[config.mk]
export PLATFORM = sky130hd
export DESIGN_NAME = serial_subtractor
export DESIGN_NICKNAME = d
export VERILOG_FILES = /design/src/rtl/arith_pkg.sv /design/src/rtl/full_subtractor.sv /design/src/rtl/serial_subtractor.sv
export SDC_FILE = /design/constraint.sdc
export NUM_CORES = 1
export LEC_CHECK = 0
export ABC_AREA = 1
export CAP_MARGIN = 0
export CORE_ASPECT_RATIO = 1.4
export CORE_MARGIN = 2
export CORE_UTILIZATION = 35
export CTS_BUF_LIST = sky130_fd_sc_hd__clkbuf_8
export CTS_CLUSTER_SIZE = 16
export DETAILED_ROUTE_END_ITERATION = 6
export GPL_TIMING_DRIVEN = 0
export PLACE_DENSITY = 0.6
export SYNTH_ARGS = -nofsm -noshare
export SYNTH_HDL_FRONTEND = slang
export SYNTH_SLANG_ARGS = --single-unit
[constraint.sdc]
create_clock -name clk -period 2.9 [get_ports clk]
set_clock_uncertainty 0.2 [all_clocks]
set_input_delay 0.87 -clock clk [delete_from_list [all_inputs] [get_ports clk]]
set_output_delay 0.87 -clock clk [all_outputs]
set_load 0.02 [all_outputs]
[src/rtl/arith_pkg.sv]
// Shared definitions for the arithmetic datapath: the controller state encoding
// and the default operand width used by both the serial and parallel units.
package arith_pkg;

  localparam int ARITH_WIDTH = 4;

  typedef enum logic [1:0] {
    IDLE = 2'd0,
    RUN  = 2'd1,
    DONE = 2'd2
  } state_t;

endpackage : arith_pkg

[src/rtl/full_subtractor.sv]
// One-bit full subtractor: d = x - y - bin, with borrow-out.
// This is the subtract counterpart of the ripple adder's full-adder cell.
module full_subtractor (
  input  logic x,
  input  logic y,
  input  logic bin,
  output logic d,
  output logic bout
);

  assign d    = x ^ y ^ bin;
  assign bout = (~x & y) | (~(x ^ y) & bin);

endmodule : full_subtractor

[src/rtl/serial_subtractor.sv]
// Bit-serial DIFF = A - B - BIN, LSB first, one bit per clock through a single
// full-subtractor cell, behind a start/busy/done handshake.
module serial_subtractor
  import arith_pkg::*;
#(
  parameter int WIDTH = ARITH_WIDTH
) (
  input  logic             clk,
  input  logic             rst,
  input  logic             start,
  input  logic [WIDTH-1:0] A,
  input  logic [WIDTH-1:0] B,
  input  logic             BIN,
  output logic             busy,
  output logic             done,
  output logic [WIDTH-1:0] DIFF,
  output logic             BOUT
);

  localparam int CNT_W = $clog2(WIDTH);

  state_t state, state_next;

  logic [WIDTH-1:0] a_sr, b_sr, res_sr;
  logic             borrow_q;
  logic [CNT_W-1:0] cnt;
  logic             cell_d, cell_bout;
  logic             accept, last_bit;

  full_subtractor u_cell (
    .x   (a_sr[0]),
    .y   (b_sr[0]),
    .bin (borrow_q),
    .d   (cell_d),
    .bout(cell_bout)
  );

  assign accept   = start && (state == IDLE || state == DONE);
  assign last_bit = (state == RUN) && (cnt == CNT_W'(WIDTH - 1));

  always_comb begin
    // NOTE: default first so every path assigns state_next; no latch is inferred.
    state_next = state;
    case (state)
      IDLE:    if (start) state_next = RUN;
      RUN:     if (last_bit) state_next = DONE;
      DONE:    state_next = start ? RUN : IDLE;
      default: state_next = IDLE;
    endcase
  end

  // NOTE: sequential state uses non-blocking assignments so every flop samples
  // pre-edge values, independent of statement order.
  always_ff @(posedge clk) begin
    if (rst) state <= IDLE;
    else     state <= state_next;
  end

  // NOTE: the whole datapath is reset, not only the control state, so that an
  // aborted operation leaves no residue in the shift registers or borrow.
  always_ff @(posedge clk) begin
    if (rst) begin
      a_sr     <= '0;
      b_sr     <= '0;
      res_sr   <= '0;
      borrow_q <= 1'b0;
      cnt      <= '0;
      busy     <= 1'b0;
      done     <= 1'b0;
      DIFF     <= '0;
      BOUT     <= 1'b0;
    end else begin
      busy <= (state_next == RUN);
      done <= last_bit;
      if (accept) begin
        a_sr     <= A;
        b_sr     <= B;
        borrow_q <= BIN;
        cnt      <= '0;
      end else if (state == RUN) begin
        // Result bits enter at the MSB so the LSB lands at bit 0 after WIDTH shifts.
        a_sr     <= a_sr >> 1;
        b_sr     <= b_sr >> 1;
        res_sr   <= {cell_d, res_sr[WIDTH-1:1]};
        borrow_q <= cell_bout;
        cnt      <= cnt + CNT_W'(1);
        if (last_bit) begin
          DIFF <= {cell_d, res_sr[WIDTH-1:1]};
          BOUT <= cell_bout;
        end
      end
    end
  end

endmodule : serial_subtractor

## After elaboration in Yosys (flattened, before gate mapping)

Cells that the tools add are included.

- Flip-flop bits (word level): 24
- Bits in latches: 0
- Bits in writable memories: 0
- Memory bits (read-only): 0
- Output and inout bits: 7
- Logic and storage cells: 41
- Memories kept: 0

- Add/subtract/negate cells: 1
- Multiply operators: 0
- Divide/modulo/power cells: 0
- Order comparisons: 0
- Equality and inequality tests: 4
- Shifts and indexed selects: 0
- Muxes and demuxes: 10
- Bitwise operators: 8
- Reduce and logical (&&, ||, !) cells: 8

Operators by type and width:

| cell | number |
|---|---|
| $mux 4 | 4 |
| $pmux 2 s3 | 1 |
| $eq 2x1->1 const B | 2 |
| $eq 2x2->1 const B | 2 |
| $mux 2 | 2 |
| $mux 1 | 3 |
| $not 1->1 | 3 |
| $reduce_and 3->1 | 1 |
| $add 2x1->2 const B | 1 |
| $and 1x1->1 | 2 |
| $logic_and 1x1->1 | 2 |
| $logic_not 2->1 | 1 |
| $reduce_and 2->1 | 1 |
| $reduce_bool 2->1 | 1 |
| $reduce_or 2->1 | 1 |
| $xor 1x1->1 | 2 |
| $logic_or 1x1->1 | 1 |
| $or 1x1->1 | 1 |

## Longest topological paths before layout

- Depth in word-level cells: 6
- Gate-level depth with buffers: 7
- Mapped depth without buffers: 7

## Cells and area by module

A second synthesis with hierarchy kept.

- Cells, all modules: 134
- Area, all modules: 991.0 µm²

Modules (own cells, without submodules):

| module | instances | cells each | area an instance (µm²) | sequential area each (µm²) |
|---|---|---|---|---|
| serial_subtractor | 1 | 130 | 959.7 | 460.4 |
| full_subtractor | 1 | 4 | 31.3 | 0.0 |

## Worst setup path after synthesis

Ideal clock, no wire load.

- Path kind: input -> register
- Start: input start
- End: register a_sr[0]
- Arrival: 1,315 ps
- Path slack: 1,315 ps
- Stages on the path: 6
- Path buffers: 0
- Cells stage by stage: inv_1 nor2_1 nand2_1 nand2_1 inv_1 a21oi_1

- Longest elaborated chain between the ends: 2
- Elaborated cells on any way between the ends: 3
- Classes of those cells: mux (1); reduce/logical (2)

RTL lines:

| item | RTL line | RTL |
|---|---|---|
| from (decl) | serial_subtractor.sv:10 | `input logic start,` |
| $logic_and 1x1->1 (*) | serial_subtractor.sv:38 | `assign accept = start && (state == IDLE \|\| state == DONE);` |
| $mux 4 or $reduce_bool 2->1 (tied branches) | n/a |  |
| to (signal assigned) | serial_subtractor.sv:82 | `a_sr <= a_sr >> 1;` |
| to (decl) | serial_subtractor.sv:24 | `logic [WIDTH-1:0] a_sr, b_sr, res_sr;` |

Every way passes the cells marked *; elsewhere a longest branch is shown, timed or not.
A chain may end at the register's enable or synchronous reset.

## Worst setup path in the final report

- Start: register DIFF[3]
- End: output DIFF[3]

RTL lines:

| item | RTL line | RTL |
|---|---|---|
| from (decl) | serial_subtractor.sv:16 | `output logic [WIDTH-1:0] DIFF,` |
| from (signal assigned) | serial_subtractor.sv:88 | `DIFF <= {cell_d, res_sr[WIDTH-1:1]};` |

No word-level cell between the ends.

==> results by group <==
Status
  – Outcome: completed

Flow run
  – MaxCap Viol Count: 0

Power
  – Switch share: 26.1%
  – Pleak: 0.000577 uW
  – Pint: approximately 470 uW
  – PwrDens: 517 mW/mm^2
  – Comb pwr share: roughly 15%
  – Overall Power: 640 uW
  – NetSw: 167 uW
  – Peak supply drop: around 0.25 mV
  – Reg power frac: 54.1%
  – Clock power frac: 31.1%

Floorplan
  – Starting Density: 37.0%
  – Die extent in x: just under 50 um
  – Core box area: 0.00262 sq mm
  – IO Count: 19
  – Site Rows: 22
  – Chip height: 66.2 um
  – Die area: 0.00321 sq mm

Place
  – Place WS: 0.620 ns
  – I/O Buffers: 18
  – Final HPWL DP: 1.44 mm
  – GPL Wtd Cong: 0.797

Clock tree
  – Cts repair resizes: 0
  – Buffer count from post-CTS setup fixing: 0
  – CTS tree: yes
  – Worst-skew pair later-pin latency: 0.27 ns
  – Clock sinks: 23
  – Total CTS buffers: 3
  – CTS max path bufs: 2
  – Post-CTS Hold Buffers: 0
  – Worst-path clk slew: 0.08 ns
  – H-tree depth: 1
  – Clock root buffer: clkbuf_8

Layout
  – Final core occ: 47.3%
  – Nets@finish: 167
  – Area Growth Syn to Fin: 27.9%
  – Diodes inserted: 0
  – Share of layout cells above drive strength 1: 7.89%

Timing
  – Min cycle time layout: 2.27 ns
  – Max-Slew Margin vs Limit: 79.8%
  – Setup TNS: 0 ns
  – Final setup viols: 0
  – Hold Fails Final Rpt: 0
  – Achievable Freq: 441 MHz
  – Crit share post-route: 78.3%
  – RSZ-0062 raised after global routing: no
  – Final Max Tran Viols: 0
  – Post-route setup slack: 0.630 ns
  – Worst-Margin Slew: roughly 0.3 ns

Critical path
  – WP data arrival: approximately 1.2 ns
  – Bufs and invs on worst path: 1
  – R2R depth: 7
  – CP Class: reg -> out
  – Worst R2R Setup Slack: 1.53 ns
  – Startpoint Class: flip-flop
  – CP peak stage delay: 0.60 ns
  – CP required: 1.83 ns
  – Setup crit end kind: output port
  – CP max-delay cell: clkdlybuf4s50_1
  – Cell depth of the worst setup path: 1
  – Worst Path Max Fanout: 2
  – Critical-path cell list: clkdlybuf4s50_1
  – CP delay by family, top: buffers and inverters

GRT
  – Initial antenna violation count: 0
  – Vias in the first global route: 760
  – Largest net degree at the start of global routing: 13
  – Global-route wire length before repair: ~3.3 mm
  – Total GRT Usage: between 10% and 20%
  – Total gr overflow: 0

Min path
  – Worst Hold Class: reg -> reg
  – Hold Path Cell Cnt: 2

Detailed routing
  – WL per Instance: approximately 10 um
  – Post-route ant nets: 0
  – Wirelength, routed: 1.88 mm
  – DRC viols: 0
  – Vias post-DR: between 800 and 900
  – Starting DRC count in detailed routing: 12
  – Initial DRT Pass Iterations: 2
  – Vias/cell: about 4.4

Logic synthesis
  – Yosys Warn Count: 0
  – Avg Synthesized Cell Area: around 7.4 sq um
  – Sequential area share after synthesis: 47.6%
  – Cells after Synth: 130
  – Syn_nets: around 140
  – Cell Area, Synth: 967 sq um
  – Yosys cell types: 17
  – #FFs+latches synth: 23
-- synth_stat cells --
cell | n | area share (%)
nor3b_2 | 1 | 1.3
nor2_4 | 1 | 1.2
nand2_2 | 2 | 1.3
buf_2 | 1 | 0.52
a21oi_1 | 7 | 3.6
buf_6 | 2 | 2.3
inv_2 | 2 | 0.78
ha_1 | 1 | 1.3
nor3_1 | 1 | 0.52
inv_1 | 21 | 8.2
dfxtp_1 | 23 | 48
xor2_1 | 1 | 0.91
fa_1 | 1 | 2.1
nor2_1 | 22 | 8.5
o21ai_0 | 11 | 5.7
nand3_1 | 11 | 5.7
nand2_1 | 22 | 8.5
-- worst reg2reg max path, stage by stage, from the launching register on --
cell	delay (ns)
dfxtp_1	0.46
inv_2	0.07
nand2_2	0.12
nand2_1	0.15
inv_2	0.11
nand2_1	0.05
nand2_1	0.06
nor2_1	0.04
-- cell families (layout without fill, tap and decap cells) --
family / Yosys count / count (layout) / synth area share (%)
XOR/XNOR: 1 / 1 / 0.906
AND/OR/NAND/NOR: 60 / 60 / 27.0
adder cells (fa/ha/maj): 2 / 2 / 3.36
flip-flops: 23 / 23 / 47.6
buffers and inverters: 26 / 48 / 11.8
AO/OA/AOI/OAI: 18 / 18 / 9.31
-- through the flow --
stage / std cells / area [sq um] / hold WS, ns
2_1_floorplan: 130 / 967 / 0.230
3_3_place_gp: 184 / 1190 / 0.253
3_5_place_dp: 184 / 1190 / 0.256
4_1_cts: 188 / 1240 / 0.270
5_1_grt: 188 / 1240 / 0.296
6_report: 188 / 1240 / 0.263
-- state kept, by name, indices dropped and copies added (netlist names) --
signal,cells
b_sr,4
busy,1
cnt,2
a_sr,4
DIFF,4
BOUT,1
state,2
res_sr,3
borrow_q,1
done,1
-- area by class of cell --
cell class | count | area [sq um]
Clock buffer | 3 | 41.3
Tap cell | 36 | 45.0
Fill cell | 261 | 1380
Timing Repair Buffer | 18 | 180
Buffer | 3 | 27.5
Multi-Input combinational cell | 81 | 393
Inverter | 23 | 86.3
Sequential cell | 23 | 460
Clock inverter | 1 | 3.75
-- layer usage --
metal	up-vias	wire length (um)	track usage [%]
met3	4	65	2.04
met2	20	917	24.7
met5	-	0	0
met1	365	865	14.4
li1	441	-	-
met4	0	34	6.43
-- cell usage in the layout (no fill, tap or decap) --
cell	n
inv_1	22
nor2_4	1
o21ai_0	11
a21oi_1	7
nand2_1	22
dfxtp_1	23
buf_2	1
ha_1	1
nand3_1	11
nor2_1	22
clkdlybuf4s50_1	18
nor3b_2	1
inv_2	2
fa_1	1
xor2_1	1
buf_6	2
clkbuf_8	3
nand2_2	2
nor3_1	1
-- power by group through the flow --
| stage | combinational (uW) | sequential, uW | clock (uW) |
|---|---|---|---|
| after floorplan | 61.3 | 352 | 0 |
| after global placement | 93.3 | 353 | 0 |
| after detailed placement | 96.3 | 353 | 0 |
| after CTS | 96.8 | 346 | 199 |
| after global routing | 108 | 349 | 220 |
| final | 94.9 | 346 | 199 |
-- final timing paths --
kind,to,from
worst min register to register,DIFF[2]$_SDFFE_PP0P_,res_sr[3]$_SDFFE_PP0P_
worst min-delay path,DIFF[2]$_SDFFE_PP0P_,res_sr[3]$_SDFFE_PP0P_
worst max-delay path,DIFF[3],DIFF[3]$_SDFFE_PP0P_
worst max register to register,borrow_q$_SDFFE_PP0P_,state[0]$_SDFF_PP0_
Power figures use the tool's default switching activity.
